**src/rtl/seq_axi_pkg.sv**
```systemverilog
// Shared types and constants for the sequencer control AXI-Lite slaves.
package seq_axi_pkg;

   // Write response codes
   localparam logic [1:0] RESP_OKAY   = 2'b00;
   localparam logic [1:0] RESP_SLVERR = 2'b10;

   // Write-path transaction state
   typedef enum logic [1:0] {
      ST_IDLE  = 2'd0,
      ST_ISSUE = 2'd1,
      ST_RESP  = 2'd2
   } wr_state_e;

   // Default address split and datapath widths
   localparam int DEF_ADDR_WIDTH     = 16;
   localparam int DEF_DATA_WIDTH     = 32;
   localparam int DEF_BANK_SEL_WIDTH = 2;
   localparam int DEF_ROW_WIDTH      = 8;
   localparam int DEF_REG_WIDTH      = 4;
   localparam int DEF_NUM_BANKS      = 2;
   localparam int DEF_ERR_CNT_WIDTH  = 8;

   // Bank map shared with the read slave; bank0 occupies the LSBs
   localparam logic [31:0] DEF_BANK_WR_MASK   = {16'h01FF, 16'h01F9};
   localparam logic [15:0] DEF_BANK_ROW_LIMIT = {8'd8, 8'd1};

endpackage

```
**src/rtl/s_axi_lite_wr_bridge_if.sv**
```systemverilog
// AXI4-Lite write channels (AW, W, B) between interconnect and slave.
interface s_axi_lite_wr_bridge_if
   import seq_axi_pkg::*;
#(
   parameter int ADDR_WIDTH = DEF_ADDR_WIDTH,
   parameter int DATA_WIDTH = DEF_DATA_WIDTH
);
   logic [ADDR_WIDTH-1:0]   S_AXI_AWADDR;
   logic                    S_AXI_AWVALID;
   logic                    S_AXI_AWREADY;
   logic [DATA_WIDTH-1:0]   S_AXI_WDATA;
   logic [DATA_WIDTH/8-1:0] S_AXI_WSTRB;
   logic                    S_AXI_WVALID;
   logic                    S_AXI_WREADY;
   logic [1:0]              S_AXI_BRESP;
   logic                    S_AXI_BVALID;
   logic                    S_AXI_BREADY;

   modport master (
      output S_AXI_AWADDR, S_AXI_AWVALID, S_AXI_WDATA, S_AXI_WSTRB, S_AXI_WVALID, S_AXI_BREADY,
      input  S_AXI_AWREADY, S_AXI_WREADY, S_AXI_BRESP, S_AXI_BVALID
   );

   modport slave (
      input  S_AXI_AWADDR, S_AXI_AWVALID, S_AXI_WDATA, S_AXI_WSTRB, S_AXI_WVALID, S_AXI_BREADY,
      output S_AXI_AWREADY, S_AXI_WREADY, S_AXI_BRESP, S_AXI_BVALID
   );
endinterface

```
**src/rtl/s_axi_wr_decode.sv**
```systemverilog
// Combinational bank/row/register address decode with access check.
// Shared by the write bridge and the future read path.
module s_axi_wr_decode
   import seq_axi_pkg::*;
#(
   parameter int ADDR_WIDTH     = DEF_ADDR_WIDTH,
   parameter int BANK_SEL_WIDTH = DEF_BANK_SEL_WIDTH,
   parameter int ROW_WIDTH      = DEF_ROW_WIDTH,
   parameter int REG_WIDTH      = DEF_REG_WIDTH,
   parameter int NUM_BANKS      = DEF_NUM_BANKS,
   parameter logic [NUM_BANKS*(2**REG_WIDTH)-1:0] BANK_WR_MASK   = DEF_BANK_WR_MASK,
   parameter logic [NUM_BANKS*ROW_WIDTH-1:0]      BANK_ROW_LIMIT = DEF_BANK_ROW_LIMIT
)(
   input  logic [ADDR_WIDTH-1:0]     addr,
   input  logic [NUM_BANKS-1:0]      bank_lock,
   output logic [BANK_SEL_WIDTH-1:0] bank,
   output logic [ROW_WIDTH-1:0]      row,
   output logic [REG_WIDTH-1:0]      reg_sel,
   output logic                      decode_ok
);
   localparam int REGS_PER_BANK = 2**REG_WIDTH;

   logic [NUM_BANKS-1:0] bank_hit;
   logic [NUM_BANKS-1:0] bank_ok;
   logic                 unused_addr_lsbs;

   assign bank    = addr[ADDR_WIDTH-1 -: BANK_SEL_WIDTH];
   assign row     = addr[REG_WIDTH+2 +: ROW_WIDTH];
   assign reg_sel = addr[2 +: REG_WIDTH];

   // Byte offset within the word carries no meaning for register access
   assign unused_addr_lsbs = ^addr[1:0];

   // Per-bank match and access rules; an unmapped bank index hits no entry
   genvar gi;
   generate
      for (gi = 0; gi < NUM_BANKS; gi++) begin : g_bank
         logic [REGS_PER_BANK-1:0] wr_mask;
         logic [ROW_WIDTH-1:0]     row_limit;

         assign wr_mask      = BANK_WR_MASK[gi*REGS_PER_BANK +: REGS_PER_BANK];
         assign row_limit    = BANK_ROW_LIMIT[gi*ROW_WIDTH +: ROW_WIDTH];
         assign bank_hit[gi] = (bank == BANK_SEL_WIDTH'(gi));
         assign bank_ok[gi]  = (row < row_limit) && wr_mask[reg_sel] && !bank_lock[gi];
      end
   endgenerate

   assign decode_ok = |(bank_hit & bank_ok);

endmodule

```
**src/rtl/s_axi_lite_wr_bridge.sv**
```systemverilog
// AXI4-Lite write slave for the sequencer control register banks.
// Accepts AW and W in any order, decodes the target, forwards a
// backpressured write request and counts SLVERR responses.
module s_axi_lite_wr_bridge
   import seq_axi_pkg::*;
#(
   parameter int ADDR_WIDTH     = DEF_ADDR_WIDTH,
   parameter int DATA_WIDTH     = DEF_DATA_WIDTH,
   parameter int BANK_SEL_WIDTH = DEF_BANK_SEL_WIDTH,
   parameter int ROW_WIDTH      = DEF_ROW_WIDTH,
   parameter int REG_WIDTH      = DEF_REG_WIDTH,
   parameter int NUM_BANKS      = DEF_NUM_BANKS,
   parameter logic [NUM_BANKS*(2**REG_WIDTH)-1:0] BANK_WR_MASK   = DEF_BANK_WR_MASK,
   parameter logic [NUM_BANKS*ROW_WIDTH-1:0]      BANK_ROW_LIMIT = DEF_BANK_ROW_LIMIT,
   parameter int ERR_CNT_WIDTH  = DEF_ERR_CNT_WIDTH
)(
   input  logic                      clk,
   input  logic                      reset,
   s_axi_lite_wr_bridge_if.slave     s_axi,
   output logic                      wr_valid,
   input  logic                      wr_ready,
   output logic [BANK_SEL_WIDTH-1:0] wr_bank,
   output logic [ROW_WIDTH-1:0]      wr_row,
   output logic [REG_WIDTH-1:0]      wr_reg,
   output logic [DATA_WIDTH-1:0]     wr_data,
   output logic [DATA_WIDTH/8-1:0]   wr_strb,
   input  logic [NUM_BANKS-1:0]      bank_lock,
   output logic [ERR_CNT_WIDTH-1:0]  err_cnt
);
   localparam int STRB_WIDTH = DATA_WIDTH/8;

   wr_state_e                 state_reg, state_next;
   logic [1:0]                bresp_reg, bresp_next;
   logic [ERR_CNT_WIDTH-1:0]  err_cnt_reg;

   logic                      aw_hold_reg, w_hold_reg;
   logic [ADDR_WIDTH-1:0]     addr_reg;
   logic [DATA_WIDTH-1:0]     data_reg;
   logic [STRB_WIDTH-1:0]     strb_reg;

   logic [BANK_SEL_WIDTH-1:0] wr_bank_reg;
   logic [ROW_WIDTH-1:0]      wr_row_reg;
   logic [REG_WIDTH-1:0]      wr_reg_reg;
   logic [DATA_WIDTH-1:0]     wr_data_reg;
   logic [STRB_WIDTH-1:0]     wr_strb_reg;

   logic                      aw_fire, w_fire, both_ready;
   logic [ADDR_WIDTH-1:0]     addr_cur;
   logic [DATA_WIDTH-1:0]     data_cur;
   logic [STRB_WIDTH-1:0]     strb_cur;

   logic [BANK_SEL_WIDTH-1:0] dec_bank;
   logic [ROW_WIDTH-1:0]      dec_row;
   logic [REG_WIDTH-1:0]      dec_reg;
   logic                      dec_ok;

   // Handshakes only happen in IDLE because the readies are gated by state
   assign aw_fire    = s_axi.S_AXI_AWVALID && s_axi.S_AXI_AWREADY;
   assign w_fire     = s_axi.S_AXI_WVALID && s_axi.S_AXI_WREADY;
   assign both_ready = (aw_hold_reg || aw_fire) && (w_hold_reg || w_fire);

   // Held values win; otherwise use whatever is completing this cycle
   assign addr_cur = aw_hold_reg ? addr_reg : s_axi.S_AXI_AWADDR;
   assign data_cur = w_hold_reg  ? data_reg : s_axi.S_AXI_WDATA;
   assign strb_cur = w_hold_reg  ? strb_reg : s_axi.S_AXI_WSTRB;

   s_axi_wr_decode #(
      .ADDR_WIDTH     (ADDR_WIDTH),
      .BANK_SEL_WIDTH (BANK_SEL_WIDTH),
      .ROW_WIDTH      (ROW_WIDTH),
      .REG_WIDTH      (REG_WIDTH),
      .NUM_BANKS      (NUM_BANKS),
      .BANK_WR_MASK   (BANK_WR_MASK),
      .BANK_ROW_LIMIT (BANK_ROW_LIMIT)
   ) u_decode (
      .addr      (addr_cur),
      .bank_lock (bank_lock),
      .bank      (dec_bank),
      .row       (dec_row),
      .reg_sel   (dec_reg),
      .decode_ok (dec_ok)
   );

   // State, response code and saturating error count
   always_ff @(posedge clk or negedge reset) begin
      if (!reset) begin
         state_reg   <= ST_IDLE;
         bresp_reg   <= RESP_OKAY;
         err_cnt_reg <= '0;
      end else begin
         state_reg <= state_next;
         bresp_reg <= bresp_next;
         if (state_reg != ST_RESP && state_next == ST_RESP &&
             bresp_next == RESP_SLVERR && err_cnt_reg != '1) begin
            err_cnt_reg <= err_cnt_reg + ERR_CNT_WIDTH'(1);
         end
      end
   end

   // Next state and response; decode runs once both halves are present
   always_comb begin
      state_next = state_reg;
      bresp_next = bresp_reg;
      case (state_reg)
         ST_IDLE: begin
            if (both_ready) begin
               if (!dec_ok) begin
                  state_next = ST_RESP;
                  bresp_next = RESP_SLVERR;
               end else if (strb_cur == '0) begin
                  // Nothing to write: acknowledge without touching the bank
                  state_next = ST_RESP;
                  bresp_next = RESP_OKAY;
               end else begin
                  state_next = ST_ISSUE;
               end
            end
         end
         ST_ISSUE: begin
            if (wr_ready) begin
               state_next = ST_RESP;
               bresp_next = RESP_OKAY;
            end
         end
         ST_RESP: begin
            if (s_axi.S_AXI_BREADY) begin
               state_next = ST_IDLE;
            end
         end
         default: state_next = ST_IDLE;
      endcase
   end

   // Capture AW and W independently in IDLE; clear both when decode fires
   always_ff @(posedge clk or negedge reset) begin
      if (!reset) begin
         aw_hold_reg <= 1'b0;
         w_hold_reg  <= 1'b0;
         addr_reg    <= '0;
         data_reg    <= '0;
         strb_reg    <= '0;
      end else if (state_reg == ST_IDLE) begin
         if (both_ready) begin
            aw_hold_reg <= 1'b0;
            w_hold_reg  <= 1'b0;
         end else begin
            if (aw_fire) begin
               aw_hold_reg <= 1'b1;
               addr_reg    <= s_axi.S_AXI_AWADDR;
            end
            if (w_fire) begin
               w_hold_reg <= 1'b1;
               data_reg   <= s_axi.S_AXI_WDATA;
               strb_reg   <= s_axi.S_AXI_WSTRB;
            end
         end
      end
   end

   // Freeze the request fields on entry to ISSUE so they stay stable under backpressure
   always_ff @(posedge clk or negedge reset) begin
      if (!reset) begin
         wr_bank_reg <= '0;
         wr_row_reg  <= '0;
         wr_reg_reg  <= '0;
         wr_data_reg <= '0;
         wr_strb_reg <= '0;
      end else if (state_reg == ST_IDLE && state_next == ST_ISSUE) begin
         wr_bank_reg <= dec_bank;
         wr_row_reg  <= dec_row;
         wr_reg_reg  <= dec_reg;
         wr_data_reg <= data_cur;
         wr_strb_reg <= strb_cur;
      end
   end

   // Outputs are functions of registered state only
   always_comb begin
      s_axi.S_AXI_AWREADY = (state_reg == ST_IDLE) && !aw_hold_reg;
      s_axi.S_AXI_WREADY  = (state_reg == ST_IDLE) && !w_hold_reg;
      s_axi.S_AXI_BVALID  = (state_reg == ST_RESP);
      s_axi.S_AXI_BRESP   = bresp_reg;
      wr_valid            = (state_reg == ST_ISSUE);
      wr_bank             = wr_bank_reg;
      wr_row              = wr_row_reg;
      wr_reg              = wr_reg_reg;
      wr_data             = wr_data_reg;
      wr_strb             = wr_strb_reg;
      err_cnt             = err_cnt_reg;
   end

endmodule
```
**src/flat_wrapper.sv**
```systemverilog
// flat-port wrapper written by rule: the top's interface ports become plain ports
module s_axi_lite_wr_bridge_flat import seq_axi_pkg::*;
#(
   parameter int ADDR_WIDTH     = DEF_ADDR_WIDTH,
   parameter int DATA_WIDTH     = DEF_DATA_WIDTH,
   parameter int BANK_SEL_WIDTH = DEF_BANK_SEL_WIDTH,
   parameter int ROW_WIDTH      = DEF_ROW_WIDTH,
   parameter int REG_WIDTH      = DEF_REG_WIDTH,
   parameter int NUM_BANKS      = DEF_NUM_BANKS,
   parameter logic [NUM_BANKS*(2**REG_WIDTH)-1:0] BANK_WR_MASK   = DEF_BANK_WR_MASK,
   parameter logic [NUM_BANKS*ROW_WIDTH-1:0]      BANK_ROW_LIMIT = DEF_BANK_ROW_LIMIT,
   parameter int ERR_CNT_WIDTH  = DEF_ERR_CNT_WIDTH
)
  (clk, reset, wr_valid, wr_ready, wr_bank, wr_row, wr_reg, wr_data, wr_strb, bank_lock, err_cnt, s_axi_S_AXI_AWADDR, s_axi_S_AXI_AWVALID, s_axi_S_AXI_WDATA, s_axi_S_AXI_WSTRB, s_axi_S_AXI_WVALID, s_axi_S_AXI_BREADY, s_axi_S_AXI_AWREADY, s_axi_S_AXI_WREADY, s_axi_S_AXI_BRESP, s_axi_S_AXI_BVALID);
  s_axi_lite_wr_bridge_if #(.ADDR_WIDTH(ADDR_WIDTH), .DATA_WIDTH(DATA_WIDTH)) s_axi_i ();
  input  logic clk;
  input  logic reset;
  output logic wr_valid;
  input  logic wr_ready;
  output logic [BANK_SEL_WIDTH-1:0] wr_bank;
  output logic [ROW_WIDTH-1:0] wr_row;
  output logic [REG_WIDTH-1:0] wr_reg;
  output logic [DATA_WIDTH-1:0] wr_data;
  output logic [DATA_WIDTH/8-1:0] wr_strb;
  input  logic [NUM_BANKS-1:0] bank_lock;
  output logic [ERR_CNT_WIDTH-1:0] err_cnt;
  input wire logic [$bits(s_axi_i.S_AXI_AWADDR)-1:0] s_axi_S_AXI_AWADDR;
  input wire logic [$bits(s_axi_i.S_AXI_AWVALID)-1:0] s_axi_S_AXI_AWVALID;
  input wire logic [$bits(s_axi_i.S_AXI_WDATA)-1:0] s_axi_S_AXI_WDATA;
  input wire logic [$bits(s_axi_i.S_AXI_WSTRB)-1:0] s_axi_S_AXI_WSTRB;
  input wire logic [$bits(s_axi_i.S_AXI_WVALID)-1:0] s_axi_S_AXI_WVALID;
  input wire logic [$bits(s_axi_i.S_AXI_BREADY)-1:0] s_axi_S_AXI_BREADY;
  output wire logic [$bits(s_axi_i.S_AXI_AWREADY)-1:0] s_axi_S_AXI_AWREADY;
  output wire logic [$bits(s_axi_i.S_AXI_WREADY)-1:0] s_axi_S_AXI_WREADY;
  output wire logic [$bits(s_axi_i.S_AXI_BRESP)-1:0] s_axi_S_AXI_BRESP;
  output wire logic [$bits(s_axi_i.S_AXI_BVALID)-1:0] s_axi_S_AXI_BVALID;
  assign s_axi_i.S_AXI_AWADDR = s_axi_S_AXI_AWADDR;
  assign s_axi_i.S_AXI_AWVALID = s_axi_S_AXI_AWVALID;
  assign s_axi_i.S_AXI_WDATA = s_axi_S_AXI_WDATA;
  assign s_axi_i.S_AXI_WSTRB = s_axi_S_AXI_WSTRB;
  assign s_axi_i.S_AXI_WVALID = s_axi_S_AXI_WVALID;
  assign s_axi_i.S_AXI_BREADY = s_axi_S_AXI_BREADY;
  assign s_axi_S_AXI_AWREADY = s_axi_i.S_AXI_AWREADY;
  assign s_axi_S_AXI_WREADY = s_axi_i.S_AXI_WREADY;
  assign s_axi_S_AXI_BRESP = s_axi_i.S_AXI_BRESP;
  assign s_axi_S_AXI_BVALID = s_axi_i.S_AXI_BVALID;
  s_axi_lite_wr_bridge #(.ADDR_WIDTH(ADDR_WIDTH), .DATA_WIDTH(DATA_WIDTH), .BANK_SEL_WIDTH(BANK_SEL_WIDTH), .ROW_WIDTH(ROW_WIDTH), .REG_WIDTH(REG_WIDTH), .NUM_BANKS(NUM_BANKS), .BANK_WR_MASK(BANK_WR_MASK), .BANK_ROW_LIMIT(BANK_ROW_LIMIT), .ERR_CNT_WIDTH(ERR_CNT_WIDTH)) u_core (.clk(clk), .reset(reset), .s_axi(s_axi_i), .wr_valid(wr_valid), .wr_ready(wr_ready), .wr_bank(wr_bank), .wr_row(wr_row), .wr_reg(wr_reg), .wr_data(wr_data), .wr_strb(wr_strb), .bank_lock(bank_lock), .err_cnt(err_cnt));
endmodule
```
**config.mk**
```make
export PLATFORM = sky130hd
export DESIGN_NAME = s_axi_lite_wr_bridge_flat
export DESIGN_NICKNAME = d
export VERILOG_FILES = /design/src/rtl/seq_axi_pkg.sv /design/src/rtl/s_axi_lite_wr_bridge_if.sv /design/src/rtl/s_axi_wr_decode.sv /design/src/rtl/s_axi_lite_wr_bridge.sv /design/src/flat_wrapper.sv
export SDC_FILE = /design/constraint.sdc
export NUM_CORES = 1
export LEC_CHECK = 0
export ABC_AREA = 1
export CAP_MARGIN = 20
export CORE_MARGIN = 3
export CORE_UTILIZATION = 30
export CTS_CLUSTER_SIZE = 12
export DETAILED_ROUTE_END_ITERATION = 10
export GPL_TIMING_DRIVEN = 1
export PLACE_DENSITY = 0.64
export SLEW_MARGIN = 20
export SYNTH_ARGS = -nofsm -noshare
export SYNTH_HDL_FRONTEND = slang
export SYNTH_SLANG_ARGS = --single-unit
```
**constraint.sdc**
```tcl
create_clock -name clk -period 2.24 [get_ports clk]
set_input_delay 0.336 -clock clk [delete_from_list [all_inputs] [get_ports clk]]
set_output_delay 0.336 -clock clk [all_outputs]
set_load 0.02 [all_outputs]
```
==> results.json <==
{
  "grt.overflow.total": 0,
  "synthFlopType": "dfrtp_1",
  "synthesis.nets": 674,
  "clk_latency_ns": 0.40,
  "post-place-ws_ns": -0.1934,
  "finalWorstSetupSlack_ns": 0.1325,
  "timing.critical_path.from": "u_core.state_reg[1]",
  "ir_drop_v": 0.0005184,
  "synth.most_common_cell": "nand2_1",
  "postCtsSetupBuffers": 0,
  "relSlewSlack_pct": 65.39,
  "m1WireLength_mm": 5.856,
  "nFillCells": 1639,
  "synth_top_area_cell": "dfrtp_1",
  "netlist.area_leader.share_pct": 55.77,
  "max_freq_mhz": 474.5,
  "wl_met2_mm": 5.278,
  "seq_power_share_pct": 34.6,
  "synth_edf_count": 0,
  "antenna_found_initial": 0,
  "synthMuxAreaShare_pct": 0.6605,
  "setup-violations-final": 0,
  "p_int_mw": 6.384,
  "numCtsBuffers": 17,
  "p_leak_nw": 3.531,
  "ff2ff_setup_slack_ns": 0.24,
  "cts_tree": "built",
  "synth.cells.most_frequent": "201 x nand2_1, 114 x dfrtp_1, 102 x o21ai_0, 71 x inv_1, 23 x o21ai_1",
  "yosysUniqueCellTypes": 27,
  "ioPinCount": 124,
  "synth_xor_area_share_pct": 1.027,
  "synth_compound_area_share_pct": 14.60,
  "rsz0062_at_grt": "false",
  "clkPwrFrac_pct": 27.6,
  "portBuffers": 121,
  "cp-end-kind": "output pin",
  "p_switching_mw": 3.462,
  "chipWidth_um": 136.6,
  "drive_above_1_share_pct": 9.788,
  "slew_viol_final": 0,
  "status": "finished clean",
  "combPwrFrac_pct": 37.7,
  "synth_fa_ha_area_share_pct": 0.4892,
  "routed.top_layer": "met4",
  "drt_wl_total_mm": 11.97,
  "cts-root-buf": "clkbuf_16",
  "viasPerCell": 4.301,
  "critPathArrivalTime_ns": 1.77,
  "drt_iter0_markers": 196,
  "fin_crit_ns": 2.107,
  "clk_pin_slew_ns": 0.05,
  "p_total_mw": 9.845,
  "cts_sinks": 114,
  "die_h_um": 136.6,
  "grt_max_degree": 73,
  "syn_inst": 612,
  "wl_per_cell_um": 12.27,
  "fin_crit_sh_pct": 94.08,
  "yosys_warnings": 0,
  "switching_share_pct": 35.16,
  "ant_nets": 0,
  "row_count": 47,
  "synth-seq-cells": 114,
  "clockBufferDepth": 2,
  "die_area_mm2": 0.01865,
  "cap_violations": 0,
  "cp-start-kind": "register",
  "met3_wirelength_um": 636,
  "syn_avg_cell_area_um2": 8.358,
  "path_class": "register to output pin",
  "power.density_mw_per_mm2": 1353,
  "layout.nets": 807,
  "tightestPinTransition_ns": 0.5172,
  "drcViolationCount": 0,
  "diodes": 0,
  "netlist_area_mm2": 0.005115,
  "grt_pass1_wl_mm": 19.75,
  "post-route-util_pct": 43.72,
  "synthArstFlopShare_pct": 100.0,
  "min_path_type": "input pin to async pin",
  "globalplace.congestion": 0.7711,
  "synth_top_family_by_area": "simple AND/OR/NAND/NOR gates",
  "required_ns": 1.90,
  "dr_total_vias": 4198,
  "yosys.area_share.simple_pct": 18.88,
  "ys_seq_area_share_pct": 55.77,
  "cts.htree.levels": 4,
  "grt_use_total_pct": 13.48,
  "place_hpwl_mm": 8.119,
  "initial_core_util_pct": 30.73,
  "hold_viol": 0,
  "dr.pass1.iters": 6,
  "synth_area_leaders": "dfrtp_1 56%, nand2_1 15%, o21ai_0 10%",
  "clock_skew_ns": 0.007201,
  "crit_fanout": 5,
  "grt_pass1_vias": 3890,
  "r2r_start": "u_core.aw_hold_reg",
  "core_area_mm2": 0.01664,
  "areaGrowthSynthToFinish_pct": 42.25
}
worst max-delay path: stages (launching register included):
cell             delay (ns)
dfrtp_1                0.40
inv_2                  0.08
nand2_1                0.13
nor2_1                 0.15
clkdlybuf4s50_1        0.62
worst paths after layout:
check / depth (start not counted) / to
setup / recovery: 4 / s_axi_S_AXI_WREADY
hold / removal: 2 / u_core.wr_reg[1]
setup reg to reg: 11 / u_core.err_cnt[0]
hold reg to reg: 2 / u_core.data_reg[22]
max in group asynchronous: 3 / u_core.data_reg[14]
min in group clk: 2 / u_core.data_reg[22]
area by class of cell:
cell class | count | area [um^2] | area share (%)
Clock buffer | 26 | 529.3 | 7.274
Clock inverter | 4 | 70.07 | 0.9630
Inverter | 74 | 277.8 | 3.818
Multi-Input combinational cell | 395 | 1832 | 25.18
Sequential cell | 114 | 2853 | 39.21
Tap cell | 220 | 275.3 | 3.783
Timing Repair Buffer | 143 | 1439 | 19.78
cell usage in the layout (no fill, tap or decap), drive strengths merged, types with 3 or more instances in the layout:
cell	instances
xor2	6
clkdlybuf4s50	120
mux2	3
nand3	10
nor2	22
buf	22
nor3	6
inv	74
clkbuf	26
nand2	203
o21ai	135
dfrtp	114
metrics by stage:
step	TNS (ns)	instances	cell area (um^2)	hold slack, ns
floorplan	0	612	5115	0.04041
global placement	-3.776	945	6666	0.3502
detailed placement	-5.348	945	6666	0.3511
CTS	0	976	7276	0.4647
global route	0	976	7276	0.4954
finish	0	976	7276	0.4630
layer usage:
layer  up-vias  global-route usage [%]
li1       2197                       -
met1      1882                   18.89
met2       104                   19.80
met3        15                   3.713
met4         0                   5.263
met5         -                       0
cells by family (layout without fill, tap and decap cells):
| group | Yosys count | count (layout) |
|---|---|---|
| multiplexers | 3 | 3 |
| AND/OR/NAND/NOR | 244 | 244 |
| buffers and inverters | 103 | 247 |
| flip-flops | 114 | 114 |
| adder cells (fa/ha/maj) | 2 | 2 |
| AO/OA/AOI/OAI | 140 | 140 |
| XOR/XNOR | 6 | 6 |
power groups by stage:
stage	Clock (mW)	Sequential [mW]	Combinational, mW
finish	2.72	3.41	3.72
global route	2.90	3.53	4.18
CTS	2.79	3.42	3.78
detailed placement	0	3.43	3.77
global placement	0	3.42	3.70
floorplan	0	3.83	1.72
repair_timing:
| item | in CTS | in global routing |
|---|---|---|
| resized for setup | 0 | 1 |
| hold endpoints to repair | 35 | 0 |
| hold buffers | 1 | 0 |
| setup endpoints to repair | 0 | 1 |
No activity file was read; power rests on OpenSTA's default activity.
